`config.mk`:
```
export PLATFORM = sky130hd
export DESIGN_NAME = spi_regfile
export DESIGN_NICKNAME = d
export VERILOG_FILES = /design/src/rtl/spi_regfile.sv
export SDC_FILE = /design/constraint.sdc
export NUM_CORES = 1
export LEC_CHECK = 0
export CORE_MARGIN = 2
export CORE_UTILIZATION = 40
export DETAILED_ROUTE_END_ITERATION = 8
export PLACE_DENSITY_LB_ADDON = 0.3
export SLEW_MARGIN = 20
export SYNTH_ARGS = -nofsm -noshare
export SYNTH_HDL_FRONTEND = slang
export SYNTH_SLANG_ARGS = --single-unit
export TNS_END_PERCENT = 100
```
`constraint.sdc`:
```
create_clock -name clk -period 1.9 [get_ports clk]
set_input_delay 0.38 -clock clk [delete_from_list [all_inputs] [get_ports clk]]
set_output_delay 0.38 -clock clk [all_outputs]
set_load 0.005 [all_outputs]
```
`src/rtl/spi_regfile.sv`:
```
// -----------------------------------------------------------------------------
// spi_regfile
//
// SPI mode-0 slave fronting a bank of NUM_REGS read/write configuration
// registers, DATA_W bits each. Every SPI pin is oversampled into the clk
// domain, so the whole block is a single-clock design.
//
// Frame (F = 1 + ADDR_W + DATA_W bits, MSB first on sdi):
//   bit 0            : R/W (1 = write, 0 = read)
//   next ADDR_W bits : register address
//   last DATA_W bits : write data (ignored for reads)
//
// Handshake: the frame is delimited by cs (active low). A write is applied
// one clk after the synchronised cs rising edge, and only when exactly F bits
// were clocked in and the address is in range. wr_strobe and the new regs value
// appear in the same cycle. Any frame that does not qualify as a full write or
// a full read raises frame_err for one clk instead.
//
// Ports:
//   clk        system clock
//   rst_n      asynchronous active-low reset
//   sclk       SPI clock (idle low, asynchronous to clk)
//   sdi        SPI serial data in
//   cs         SPI chip select, active low
//   sdo        SPI serial data out, registered, driven during a read data phase
//   regs       flattened register bank, reg k at [k*DATA_W +: DATA_W]
//   wr_strobe  one-clk pulse when a write commits
//   wr_addr    address of the last committed write
//   frame_err  one-clk pulse when a frame is discarded
//   busy       high while synchronised cs is low
// -----------------------------------------------------------------------------
module spi_regfile #(
    parameter int NUM_REGS    = 5,
    parameter int DATA_W      = 8,
    parameter int ADDR_W      = 7,
    parameter int SYNC_STAGES = 2
) (
    input  logic                         clk,
    input  logic                         rst_n,
    input  logic                         sclk,
    input  logic                         sdi,
    input  logic                         cs,
    output logic                         sdo,
    output logic [NUM_REGS*DATA_W-1:0]   regs,
    output logic                         wr_strobe,
    output logic [ADDR_W-1:0]            wr_addr,
    output logic                         frame_err,
    output logic                         busy
);

    localparam int F     = 1 + ADDR_W + DATA_W;
    localparam int CNT_W = $clog2(F + 2);

    // Bit-count milestones. CNT_ADDR is the count just before the rise that
    // completes the address field.
    localparam logic [CNT_W-1:0] CNT_ADDR      = CNT_W'(ADDR_W);
    localparam logic [CNT_W-1:0] CNT_ADDR_DONE = CNT_W'(1 + ADDR_W);
    localparam logic [CNT_W-1:0] CNT_FULL      = CNT_W'(F);
    localparam logic [CNT_W-1:0] CNT_SAT       = CNT_W'(F + 1);

    // One extra bit so NUM_REGS == 2**ADDR_W is representable.
    localparam logic [ADDR_W:0]  NUM_REGS_W    = (ADDR_W + 1)'(NUM_REGS);

    // -------------------------------------------------------------------------
    // Input synchronisers and edge detection
    // -------------------------------------------------------------------------
    logic [SYNC_STAGES-1:0] sclk_sync;
    logic [SYNC_STAGES-1:0] sdi_sync;
    logic [SYNC_STAGES-1:0] cs_sync;
    logic                   sclk_d;
    logic                   cs_d;

    logic sclk_s;
    logic sdi_s;
    logic cs_s;

    assign sclk_s = sclk_sync[SYNC_STAGES-1];
    assign sdi_s  = sdi_sync[SYNC_STAGES-1];
    assign cs_s   = cs_sync[SYNC_STAGES-1];

    // The cs chain resets to the idle (high) level. If cs is already high when
    // reset releases there is no phantom edge, and a frame that was cut by
    // reset cannot produce a spurious commit.
    always_ff @(posedge clk or negedge rst_n) begin
        if (!rst_n) begin
            sclk_sync <= '0;
            sdi_sync  <= '0;
            cs_sync   <= '1;
            sclk_d    <= 1'b0;
            cs_d      <= 1'b1;
        end else begin
            sclk_sync <= {sclk_sync[SYNC_STAGES-2:0], sclk};
            sdi_sync  <= {sdi_sync[SYNC_STAGES-2:0], sdi};
            cs_sync   <= {cs_sync[SYNC_STAGES-2:0], cs};
            sclk_d    <= sclk_s;
            cs_d      <= cs_s;
        end
    end

    logic sclk_rise;
    logic sclk_fall;
    logic cs_fall;
    logic cs_rise;

    // sclk activity is only meaningful while the slave is selected.
    assign sclk_rise = sclk_s & ~sclk_d & ~cs_s;
    assign sclk_fall = ~sclk_s & sclk_d & ~cs_s;
    assign cs_fall   = ~cs_s & cs_d;
    assign cs_rise   = cs_s & ~cs_d;

    // -------------------------------------------------------------------------
    // Register bank storage
    // -------------------------------------------------------------------------
    logic [DATA_W-1:0] reg_q [NUM_REGS];

    for (genvar k = 0; k < NUM_REGS; k++) begin : g_regs
        assign regs[k*DATA_W +: DATA_W] = reg_q[k];
    end

    // -------------------------------------------------------------------------
    // Frame receive / read shifter
    // -------------------------------------------------------------------------
    logic [F-1:0]      frame_sr;
    logic [F-1:0]      frame_next;
    logic [CNT_W-1:0]  bit_cnt;
    logic [DATA_W-1:0] out_sr;
    logic              read_act;
    logic              commit_pend;

    assign frame_next = {frame_sr[F-2:0], sdi_s};

    // On the rise that completes the address, frame_next holds {rw, addr} in
    // its low bits.
    logic              rx_rw;
    logic [ADDR_W-1:0] rx_addr;
    logic [DATA_W-1:0] rd_word;

    assign rx_rw   = frame_next[ADDR_W];
    assign rx_addr = frame_next[ADDR_W-1:0];

    // Out-of-range addresses read back as zero.
    always_comb begin
        rd_word = '0;
        for (int k = 0; k < NUM_REGS; k++) begin
            if (rx_addr == ADDR_W'(k)) begin
                rd_word = reg_q[k];
            end
        end
    end

    always_ff @(posedge clk or negedge rst_n) begin
        if (!rst_n) begin
            frame_sr    <= '0;
            bit_cnt     <= '0;
            out_sr      <= '0;
            read_act    <= 1'b0;
            commit_pend <= 1'b0;
            busy        <= 1'b0;
            sdo         <= 1'b0;
        end else begin
            commit_pend <= 1'b0;
            if (cs_fall) begin
                frame_sr <= '0;
                bit_cnt  <= '0;
                read_act <= 1'b0;
                busy     <= 1'b1;
                sdo      <= 1'b0;
            end else if (cs_rise) begin
                // bit_cnt and frame_sr are frozen while cs is high, so the
                // commit logic can inspect them on the following clk.
                busy        <= 1'b0;
                commit_pend <= 1'b1;
                read_act    <= 1'b0;
                sdo         <= 1'b0;
            end else begin
                if (sclk_rise) begin
                    if (bit_cnt < CNT_FULL) begin
                        frame_sr <= frame_next;
                    end
                    if (bit_cnt != CNT_SAT) begin
                        bit_cnt <= bit_cnt + 1'b1;
                    end
                    if (bit_cnt == CNT_ADDR && !rx_rw) begin
                        out_sr   <= rd_word;
                        read_act <= 1'b1;
                    end
                end
                // A fall after rise k presents the bit the master samples at
                // rise k+1; data bits belong to rises 2+ADDR_W .. F.
                if (sclk_fall) begin
                    if (read_act && bit_cnt >= CNT_ADDR_DONE && bit_cnt < CNT_FULL) begin
                        sdo    <= out_sr[DATA_W-1];
                        out_sr <= out_sr << 1;
                    end else begin
                        sdo <= 1'b0;
                    end
                end
            end
        end
    end

    // -------------------------------------------------------------------------
    // Commit
    // -------------------------------------------------------------------------
    logic              cm_rw;
    logic [ADDR_W-1:0] cm_addr;
    logic [DATA_W-1:0] cm_data;
    logic              cm_addr_ok;
    logic              cm_full;

    assign cm_rw      = frame_sr[F-1];
    assign cm_addr    = frame_sr[F-2 -: ADDR_W];
    assign cm_data    = frame_sr[DATA_W-1:0];
    assign cm_addr_ok = {1'b0, cm_addr} < NUM_REGS_W;
    assign cm_full    = (bit_cnt == CNT_FULL);

    always_ff @(posedge clk or negedge rst_n) begin
        if (!rst_n) begin
            for (int k = 0; k < NUM_REGS; k++) begin
                reg_q[k] <= '0;
            end
            wr_strobe <= 1'b0;
            wr_addr   <= '0;
            frame_err <= 1'b0;
        end else begin
            wr_strobe <= 1'b0;
            frame_err <= 1'b0;
            if (commit_pend) begin
                if (cm_full && cm_rw && cm_addr_ok) begin
                    for (int k = 0; k < NUM_REGS; k++) begin
                        if (cm_addr == ADDR_W'(k)) begin
                            reg_q[k] <= cm_data;
                        end
                    end
                    wr_addr   <= cm_addr;
                    wr_strobe <= 1'b1;
                end else if (!(cm_full && !cm_rw)) begin
                    // Short, long or aborted frame, or a write out of range.
                    frame_err <= 1'b1;
                end
            end
        end
    end

endmodule

```
==> results of run 1 <==
==> layer usage <==
layer / wire length (um) / vias to the layer above
met5: 0 / -
met4: 102 / 0
met3: 266 / 9
met2: 4470 / 47
met1: 4520 / 1481
li1: - / 1426
==> power breakdown <==
group / total (mW) / internal (mW) / switching (mW)
clock: 1.48 / 0.779 / 0.696
combinational: 0.611 / 0.260 / 0.351
sequential: 2.06 / 1.99 / 0.0715
==> kinds of logic after synthesis <==
| logic type | synth area share |
|---|---|
| DFF | 0.538 |
| AOI/OAI and AO/OA | 0.120 |
| and+or+nand+nor | 0.139 |
| muxes | 0.144 |
| buffers and inverters | 0.0439 |
| adders and majority gates | 0.0149 |
==> how the worst max path moves through the flow <==
stage | from | end | slack, ns
after floorplan | bit_cnt[0]$_DFFE_PN0P_ | regs[0]$_DFFE_PN0P_ | 0.07
after global placement | cs_sync[1]$_DFF_PN1_ | out_sr[7]$_DFFE_PN0P_ | 0.01
after detailed placement | cs_sync[1]$_DFF_PN1_ | out_sr[7]$_DFFE_PN0P_ | -0.04
after CTS | bit_cnt[0]$_DFFE_PN0P_ | regs[5]$_DFFE_PN0P_ | 0.04
after global routing | bit_cnt[1]$_DFFE_PN0P_ | regs[13]$_DFFE_PN0P_ | -0.03
final | bit_cnt[0]$_DFFE_PN0P_ | regs[5]$_DFFE_PN0P_ | 0.06
==> Yosys cell counts (all sizes together) <==
| master | count | share of area |
|---|---|---|
| dfrtp | 87 | 0.52 |
| mux2 | 52 | 0.14 |
| nand2 | 27 | 0.025 |
| o21ai | 22 | 0.026 |
| inv | 21 | 0.019 |
| nor2 | 20 | 0.019 |
| nand2b | 17 | 0.025 |
| clkbuf | 16 | 0.014 |
| o32ai | 16 | 0.035 |
| a21oi | 9 | 0.011 |
| buf | 8 | 0.011 |
| a31oi | 7 | 0.012 |
| o31ai | 7 | 0.014 |
| ha | 5 | 0.015 |
| and2 | 4 | 0.0060 |
| nand4 | 4 | 0.0096 |
| nor3 | 4 | 0.0072 |
| dfstp | 3 | 0.019 |
| nand3 | 3 | 0.0066 |
| a21boi | 2 | 0.0036 |
| a41oi | 2 | 0.0042 |
| and4bb | 2 | 0.0060 |
| mux2i | 2 | 0.0048 |
| nand3b | 2 | 0.0096 |
| nand4b | 2 | 0.0042 |
| nor2b | 2 | 0.0030 |
| nor4 | 2 | 0.0045 |
| or2 | 2 | 0.0030 |
| a21o | 1 | 0.0018 |
| a2bb2oi | 1 | 0.0021 |
| a32o | 1 | 0.0024 |
| nor3b | 1 | 0.0030 |
| nor4b | 1 | 0.0021 |
| o21bai | 1 | 0.0018 |
| o22a | 1 | 0.0021 |
| o31a | 1 | 0.0021 |
| o41ai | 1 | 0.0021 |
| or3 | 1 | 0.0015 |
| or3b | 1 | 0.0021 |
| or4 | 1 | 0.0018 |
==> sequential cells by signal, summed over array words and instances (netlist names), 2 cells and up <==
name	flops
bit_cnt	5
cs_sync	2
frame_sr	16
out_sr	8
regs	40
sclk_sync	2
sdi_sync	2
wr_addr	7
==> metrics by stage <==
stage / setup TNS, ns / instances / instance area [um2]
floorplan: 0 / 362 / 4190
global placement: 0 / 559 / 5070
detailed placement: -0.0410 / 559 / 5070
CTS: 0 / 577 / 5310
global route: -0.412 / 577 / 5410
finish: 0 / 577 / 5410
==> area by class of cell <==
class                           count  area [um2]
Clock buffer                       10         138
Clock inverter                      6        90.1
Fill cell                         872        4820
Inverter                           21        78.8
Multi-Input combinational cell    227        1850
Sequential cell                    90        2260
Tap cell                          136         170
Timing Repair Buffer               87         832
==> critical path: stages (launching register included) <==
cell and delay (ns):
dfrtp_1 0.36, inv_1 0.04, ha_1 0.18, and4bb_2 0.25, and4bb_1 0.21, buf_6 0.14, nand2_2 0.19, mux2_2 0.36
==> what timing repair did <==
item	in CTS	in global routing
gates resized for setup	0	25
pin swaps	1	1
hold buffers	1	0
endpoints found under the hold margin	28	0
endpoints found under the setup margin	5	40
setup buffers	1	0
cloned	0	0
==> reports/metrics.cfg, run 1 <==
[grt]
grt_overflow=0
use_met2=0.272
met1_usage=0.245
grt_max_degree=46
grt_pass1_vias=3002
top_usage_layer=met2
grt_util_met3=0.0307
track_usage=0.174
grt_pass1_wl_um=15500
antenna_found_initial=0

[sta]
fin_crit_sh=0.969
slew_violations=0
hold_ws_ns=0.360
fin_ws_ns=0.0588
setup_viol=0
rsz0062_at_grt=yes
period_needed_ns=1.84
worstMarginPinSlew_ns=0.432
fin_skew_ns=0.0134
finalHoldViolations=0
maxSlewHeadroom=0.711
max_freq_mhz=543

[routing]
drt-total-wl_um=9350
vias_per_cell=5.14
drt_first_pass_iters=4
drt_iter0_drc=104
drc=0
wl_per_cell_um=16.2
ant_nets=0
via_count=2963

[power]
leakage_nw=2.53
peakVddDrop_v=0.000353
power_density_nw_per_um2=766
finalPower_mw=4.15

[critical_path]
r2r-end=regs[5]$_DFFE_PN0P_
cp.required_ns=2.14
cp-end-kind=register
r2r_start=bit_cnt[0]$_DFFE_PN0P_
startpoint_type=register
crit_type=register to register
critPathArrivalTime_ns=2.08
critPathMaxFanout=8
reg2regPathDepth=7
ff2ff_setup_slack_ns=0.06

[status]
status=completed

[floorplanning]
core-area_um2=10200
fp-row-count=37
die_h_um=106
die_x_um=106
start_util=0.410
dieArea_um2=11300
ioPinCount=56

[clock_network]
cts_sinks=90
numCtsBuffers=9
tritoncts=yes
cts_root_buffer=clkbuf_8
htree_levels=3
clock_latency_ns=0.36
clockBufferDepth=2
path_clk_slew_ns=0.09

[final_layout]
final_common_cell=dfrtp_1
final_nets=446
areaGrowthSynthToFinish_pct=29.1
final_core_util=0.529
final_cell_mix=dfrtp_1 (87), clkdlybuf4s50_1 (54), mux2_2 (28), buf_4 (28), nand2_1 (26)
drive_above_1_share=0.263
antennaDiodeCount=0

[synth]
ys_ff_latch=90
syn_nets=372
syn-instance-count=362
avgSynthCellArea_um2=11.6
ys_types=55
yosysSeqAreaShare=0.538
netlist_area_um2=4190
synth_warnings=0

[hold_path]
holdCritStartpoint=cs_sync[0]$_DFF_PN1_
holdPathEnd=cs_sync[1]$_DFF_PN1_
hp-class=register to register
hold-path-cell-count=0

[place]
pre_cts_ws_ns=-0.0354
portBuffers=55
place_hpwl_um=6710
gp_congestion=0.812

[run]
cap_violations=0

Power figures use the tool's default switching activity.
==> run 2: changes to the inputs <==
--- a/config.mk
+++ b/config.mk
@@ -7,6 +7,7 @@
 export LEC_CHECK = 0
 export CORE_MARGIN = 2
 export CORE_UTILIZATION = 40
+export CTS_BUF_LIST = sky130_fd_sc_hd__clkbuf_8
 export DETAILED_ROUTE_END_ITERATION = 8
 export PLACE_DENSITY_LB_ADDON = 0.3
 export SLEW_MARGIN = 20
==> results of run 2 <==
No change in the layout: final DEF, timing and power equal those of run 1.
